### src/rtl/dmem_arbiter.sv
// Shares one single-port data memory between the pipeline MEM stage (M) and the debug loader (D).
// Latency: write ack 2 cycles after the request is sampled in IDLE, read ack 2+RD_LAT cycles after.
// Backpressure: requests are level-held until ack; M wins unless D has waited MAX_CONSEC M grants.
//
// Ports:
//   clk, rst                         clock and asynchronous active-high reset
//   m_req/m_we/m_addr/m_wdata/m_wstrb  MEM-stage request (byte address, bits [1:0] ignored)
//   m_rdata/m_ack                    MEM-stage completion pulse and read word
//   stall                            m_req & ~m_ack, freezes the pipeline front end
//   d_req/d_we/d_addr/d_wdata/d_wstrb  debug/loader request, same rules as M
//   d_rdata/d_ack                    debug completion pulse and read word
//   mem_en/mem_we/mem_addr/mem_wdata/mem_rdata  single-port memory interface
module dmem_arbiter #(
    parameter int ADDR_W     = 10,
    parameter int RD_LAT     = 1,
    parameter int MAX_CONSEC = 4
) (
    input  logic              clk,
    input  logic              rst,
    input  logic              m_req,
    input  logic              m_we,
    input  logic [31:0]       m_addr,
    input  logic [31:0]       m_wdata,
    input  logic [3:0]        m_wstrb,
    output logic [31:0]       m_rdata,
    output logic              m_ack,
    output logic              stall,
    input  logic              d_req,
    input  logic              d_we,
    input  logic [31:0]       d_addr,
    input  logic [31:0]       d_wdata,
    input  logic [3:0]        d_wstrb,
    output logic [31:0]       d_rdata,
    output logic              d_ack,
    output logic              mem_en,
    output logic [3:0]        mem_we,
    output logic [ADDR_W-1:0] mem_addr,
    output logic [31:0]       mem_wdata,
    input  logic [31:0]       mem_rdata
);

    localparam int CW = $clog2(MAX_CONSEC + 1);
    localparam int LW = (RD_LAT > 1) ? $clog2(RD_LAT) : 1;

    typedef enum logic [1:0] {S_IDLE, S_ACCESS, S_WAIT, S_DONE} state_t;

    state_t             state_q, state_d;
    logic [CW-1:0]      consec_q, consec_d;
    logic [LW-1:0]      lat_q, lat_d;
    logic               sel_d_q, sel_d_d;   // 1: current access belongs to D
    logic               we_q, we_d;
    logic               mem_en_q, mem_en_d;
    logic [3:0]         mem_we_q, mem_we_d;
    logic [ADDR_W-1:0]  mem_addr_q, mem_addr_d;
    logic [31:0]        mem_wdata_q, mem_wdata_d;
    logic               m_ack_q, m_ack_d;
    logic               d_ack_q, d_ack_d;
    logic [31:0]        m_rdata_q, m_rdata_d;
    logic [31:0]        d_rdata_q, d_rdata_d;
    logic               grant_m, grant_d;

    // Byte-offset and out-of-range address bits are deliberately dropped.
    logic unused_addr_bits;
    assign unused_addr_bits = ^{m_addr[31:ADDR_W+2], m_addr[1:0], d_addr[31:ADDR_W+2], d_addr[1:0]};

    // Arbitration only happens in IDLE; D is forced through once M has
    // taken MAX_CONSEC grants back-to-back while D was waiting.
    always_comb begin
        grant_m = 1'b0;
        grant_d = 1'b0;
        if (state_q == S_IDLE) begin
            if (d_req && (consec_q == CW'(MAX_CONSEC))) begin
                grant_d = 1'b1;
            end else if (m_req) begin
                grant_m = 1'b1;
            end else if (d_req) begin
                grant_d = 1'b1;
            end
        end
    end

    // State register
    always_ff @(posedge clk or posedge rst) begin
        if (rst) begin
            state_q     <= S_IDLE;
            consec_q    <= '0;
            lat_q       <= '0;
            sel_d_q     <= 1'b0;
            we_q        <= 1'b0;
            mem_en_q    <= 1'b0;
            mem_we_q    <= '0;
            mem_addr_q  <= '0;
            mem_wdata_q <= '0;
            m_ack_q     <= 1'b0;
            d_ack_q     <= 1'b0;
            m_rdata_q   <= '0;
            d_rdata_q   <= '0;
        end else begin
            state_q     <= state_d;
            consec_q    <= consec_d;
            lat_q       <= lat_d;
            sel_d_q     <= sel_d_d;
            we_q        <= we_d;
            mem_en_q    <= mem_en_d;
            mem_we_q    <= mem_we_d;
            mem_addr_q  <= mem_addr_d;
            mem_wdata_q <= mem_wdata_d;
            m_ack_q     <= m_ack_d;
            d_ack_q     <= d_ack_d;
            m_rdata_q   <= m_rdata_d;
            d_rdata_q   <= d_rdata_d;
        end
    end

    // Next-state logic; lat_q counts the read-latency cycles spent in WAIT.
    always_comb begin
        state_d = state_q;
        lat_d   = lat_q;
        case (state_q)
            S_IDLE: begin
                if (grant_m || grant_d) begin
                    state_d = S_ACCESS;
                end
            end
            S_ACCESS: begin
                lat_d   = '0;
                state_d = we_q ? S_DONE : S_WAIT;
            end
            S_WAIT: begin
                if (lat_q == LW'(RD_LAT - 1)) begin
                    state_d = S_DONE;
                end else begin
                    lat_d = lat_q + LW'(1);
                end
            end
            S_DONE:  state_d = S_IDLE;
            default: state_d = S_IDLE;
        endcase
    end

    // Output / datapath logic. Request fields are latched only on a grant,
    // so they stay stable from ACCESS through DONE whatever the inputs do.
    always_comb begin
        consec_d    = consec_q;
        sel_d_d     = sel_d_q;
        we_d        = we_q;
        mem_en_d    = 1'b0;
        mem_we_d    = '0;
        mem_addr_d  = mem_addr_q;
        mem_wdata_d = mem_wdata_q;
        m_ack_d     = 1'b0;
        d_ack_d     = 1'b0;
        m_rdata_d   = '0;
        d_rdata_d   = '0;

        if (grant_m) begin
            sel_d_d     = 1'b0;
            we_d        = m_we;
            mem_en_d    = 1'b1;
            mem_we_d    = m_we ? m_wstrb : 4'h0;
            mem_addr_d  = m_addr[ADDR_W+1:2];
            mem_wdata_d = m_wdata;
            if (!d_req) begin
                consec_d = '0;
            end else if (consec_q != CW'(MAX_CONSEC)) begin
                consec_d = consec_q + CW'(1);
            end
        end

        if (grant_d) begin
            sel_d_d     = 1'b1;
            we_d        = d_we;
            mem_en_d    = 1'b1;
            mem_we_d    = d_we ? d_wstrb : 4'h0;
            mem_addr_d  = d_addr[ADDR_W+1:2];
            mem_wdata_d = d_wdata;
            consec_d    = '0;
        end

        // Entering DONE: pulse the winner's ack. Only the last WAIT edge
        // carries valid read data; writes return zero.
        if (state_d == S_DONE) begin
            m_ack_d = ~sel_d_q;
            d_ack_d = sel_d_q;
            if (state_q == S_WAIT) begin
                if (sel_d_q) begin
                    d_rdata_d = mem_rdata;
                end else begin
                    m_rdata_d = mem_rdata;
                end
            end
        end
    end

    assign mem_en    = mem_en_q;
    assign mem_we    = mem_we_q;
    assign mem_addr  = mem_addr_q;
    assign mem_wdata = mem_wdata_q;
    assign m_ack     = m_ack_q;
    assign d_ack     = d_ack_q;
    assign m_rdata   = m_rdata_q;
    assign d_rdata   = d_rdata_q;
    assign stall     = m_req & ~m_ack_q;

endmodule

### config.mk
export PLATFORM = sky130hd
export DESIGN_NAME = dmem_arbiter
export DESIGN_NICKNAME = d
export VERILOG_FILES = /design/src/rtl/dmem_arbiter.sv
export SDC_FILE = /design/constraint.sdc
export NUM_CORES = 1
export LEC_CHECK = 0
export BUFFER_PORTS_ARGS = -buffer_cell sky130_fd_sc_hd__buf_2
export CAP_MARGIN = 20
export CORE_AREA = 3 3 111 113
export DETAILED_ROUTE_END_ITERATION = 8
export DIE_AREA = 0 0 114 116
export PLACE_DENSITY_LB_ADDON = 0.12
export SLEW_MARGIN = 10
export SYNTH_ARGS = -nofsm -noshare
export SYNTH_HDL_FRONTEND = slang
export SYNTH_SLANG_ARGS = --single-unit
### constraint.sdc
create_clock -name clk -period 8.2 [get_ports clk]
set_input_delay 0.41 -clock clk [delete_from_list [all_inputs] [get_ports clk]]
set_output_delay 0.41 -clock clk [all_outputs]
set_load 0.02 [all_outputs]
==> parameters.txt <==
Parameter                              Value

Pwr
  Pleak ... 3.475 nW
  Peak supply drop ... 0.1907 mV
  PwrDens ... 391.7 nW/um2

Detailed routing
  Detailed-route DRC error count ... 0
  Vias ... 4191
  Iteration count of the initial detailed-routing pass ... 5
  Routed WL ... 13760 um
  1st-iter DRT viols ... 467
  Detailed-route vias per instance ... 5.099
  Average wire per cell in the routed design ... 16.74 um
  Remaining antenna violation count ... 0

Global route
  Via count of the first global-routing pass ... 4250
  Global route total overflow ... 0
  Antenna violations before repair ... 0
  Largest net degree at the start of global routing ... 86
  Global-route wire length before repair ... 21850 um
  GR Util All Layers ... 0.2130

Die
  Top Ports ... 288
  X dimension of the die ... 114 um
  Number of placement rows ... 39
  Vertical die dimension ... 116 um
  Initial Util ... 0.4181
  Die footprint ... 13220 um2
  Placeable core region ... 11420 um2

CTS
  Clock transition at path regs ... 50 ps
  Number of post-CTS setup repair buffers ... 0
  Clk_lat worst skew ... 410 ps
  Clock tree from TritonCTS ... done
  Worst-case clock buffer depth ... 2
  Post-cts sizing count ... 0
  Clock buffers created by TritonCTS ... 17
  Hold buffer count at CTS ... 0
  Root Buffer ... sky130_fd_sc_hd__clkbuf_16
  Depth of the CTS H-tree ... 4
  CTS sink count ... 120

Finish
  Register cell area after layout ... 3003 um2
  Post-layout nets ... 846
  Most frequent cells in the layout ... sky130_fd_sc_hd__buf_2 (243), sky130_fd_sc_hd__dfrtp_1 (120), sky130_fd_sc_hd__nor2_1 (93)
  Fill cell total of the finished layout ... 1034
  Antenna diode count ... 0
  Area of the multi-input gates ... 1559 um2
  Area Growth Syn to Fin ... 39.70%
  Most frequent standard cell in the layout excluding fill and tap cells ... sky130_fd_sc_hd__buf_2
  Share of cells above drive strength 1 ... 0.4242

Synthesis
  Net count of the mapped netlist ... 614
  Synth Instances ... 435
  Top flip-flop cell by instance count after synthesis ... sky130_fd_sc_hd__dfrtp_1
  Arithmetic-cell share of the synthesized area counting full adders, half adders and majority gates ... 0.01310
  Seq/Total Area, Yosys ... 0.6289
  Synthesized-area fraction occupied by xor and xnor cells ... 0
  Count of synthesis-stage warnings from yosys ... 0
  Combined area of all synthesized cells ... 4775 um2
  Flop and latch count out of synthesis ... 120
  Share of flip-flops with an asynchronous set or reset after synthesis ... 1.000
  Post-synthesis mux area share ... 0
  Simple-gate area share of the yosys netlist ... 0.1213
  Syn avg cell area ... 10.98 um2
  Distinct cell type count of the synthesized netlist ... 33
  Complex-gate fraction of the synthesized area ... 0.1921
  Dominant combinational cell family by area after synthesis ... compound AO/OA/AOI/OAI gates
  Number of flops mapped to enable cells by yosys ... 0

Timing
  Max Fclk ... 0.3567 GHz
  Slew at the pin closest to its max-slew limit ... 827.3 ps
  Final setup vio count ... 0
  Number of pins exceeding their max-slew limit in the final report ... 0
  Setup TNS ... 0 ps
  Portion of the clock cycle consumed by the worst path in the final layout ... 0.3419
  Fin. Hold Viols ... 0
  Largest clock skew in the final design ... 6.926 ps
  Final min period ... 2803 ps
  Worst rel slew slack ... 0.4465
  Setup repair after global routing missed its margin ... no
  Final worst setup slack ... 5397 ps

Placed design
  Gp weighted congestion ... 0.7872
  Number of buffers added on ports ... 243
  Dpl ws ... 5391 ps
  Dpl hpwl ... 9394 um

Critical path
  Cell breakdown of the critical path ... inv_1 > ha_1 > buf_4 > o21ai_2 > inv_1 > buf_4 > o21ai_1 > buf_6 > o21a_1
  Worst Path Required ... 8500 ps
  Delay of the slowest cell on the worst path ... 430 ps
  Critical Path Start Type ... flip-flop
  Crit-path max FO ... 34
  Arrival time of the worst setup path ... 3100 ps
  R2r worst-path depth ... 9
  Setup Crit Path Kind ... flip-flop to flip-flop
  Crit path capture type ... flip-flop
  Cell with the largest stage delay on the worst path ... sky130_fd_sc_hd__buf_4

Status
  Status ... finished, final reports clean

Worst hold path
  Worst hold path class ... primary input to async pin

Job
  Maximum Capacitance Violations ... 0
==> Yosys cell counts (all sizes together), types with 2 or more instances <==
cell type	count	area [um2]
dfrtp	120	3003
nor2	93	349.1
nand2	37	141.4
o21ai	31	158.9
a21oi	27	135.1
a41oi	27	236.5
clkbuf	23	86.33
buf	15	103.9
o21a	15	112.6
o32a	15	150.1
inv	6	22.52
a32o	5	50.05
ha	5	62.56
a21boi	2	37.54
nand3	2	15.01
==> final cells by class <==
class / instances / area share
Inverter: 6 / 0.003752
Clock inverter: 9 / 0.01501
Clock buffer: 22 / 0.06959
Multi-Input combinational cell: 271 / 0.2337
Tap cell: 143 / 0.02682
Timing Repair Buffer: 251 / 0.2009
Sequential cell: 120 / 0.4502
==> power by group <==
part	switching, mW	internal [mW]
Sequential	0.0777	0.772
Combinational	0.681	0.372
Clock	0.252	0.458
Total	1.01	1.60
==> cell families after synthesis <==
logic type / after synthesis
flip-flops: 120
AND/OR/NAND/NOR: 140
adder cells (fa/ha/maj): 5
AO/OA/AOI/OAI: 126
buffers and inverters: 44
==> stage by stage <==
step	instances	hold WS, ps	util	power [mW]	cell area, um2
final	822	23.79	0.5842	2.613	6670
after global placement	787	463.0	0.5265	1.863	6012
after CTS	821	28.69	0.5817	2.644	6643
after detailed placement	790	469.4	0.5323	1.926	6078
after floorplan	435	480.5	-	1.568	4775
after global routing	822	61.02	0.5842	2.798	6670
==> path summary, 6_finish.rpt <==
path,from,endpoint,slack (ps)
worst max-delay path,state_q[0],mem_addr[7],5400
worst max register to register,state_q[0],mem_addr[7],5400
worst min register to register,mem_wdata[4],mem_wdata[4],520
worst min-delay path,rst,mem_addr[4],20
min in group clk,m_wdata[27],mem_wdata[27],210
max in group asynchronous,rst,m_rdata[3],7110
==> worst max-delay path, delay by kind of cell (launching register included) <==
family	cells	cell delay (ps)
adders and majority gates	1	150
DFF	1	400
AOI/OAI and AO/OA	3	610
buffers and inverters	5	1540
==> routing by layer <==
metal | part of all wire | GRT usage | vias to the layer above | wire length, um
met2 | 0.49 | 0.3404 | 180 | 6791
met3 | 0.092 | 0.07363 | 21 | 1272
li1 | - | - | 1980 | -
met1 | 0.39 | 0.2615 | 2010 | 5414
met4 | 0.020 | 0.09818 | 0 | 280
met5 | 0 | 0 | - | 0
==> sequential cells by signal, indices dropped and copies added, names as in the netlist <==
register,count
consec_q,3
mem_en,1
m_rdata,32
sel_d_q,1
d_ack,1
mem_wdata,32
state_q,2
we_q,1
mem_we,4
m_ack,1
d_rdata,32
mem_addr,10
(Power assumes the default switching activity.)
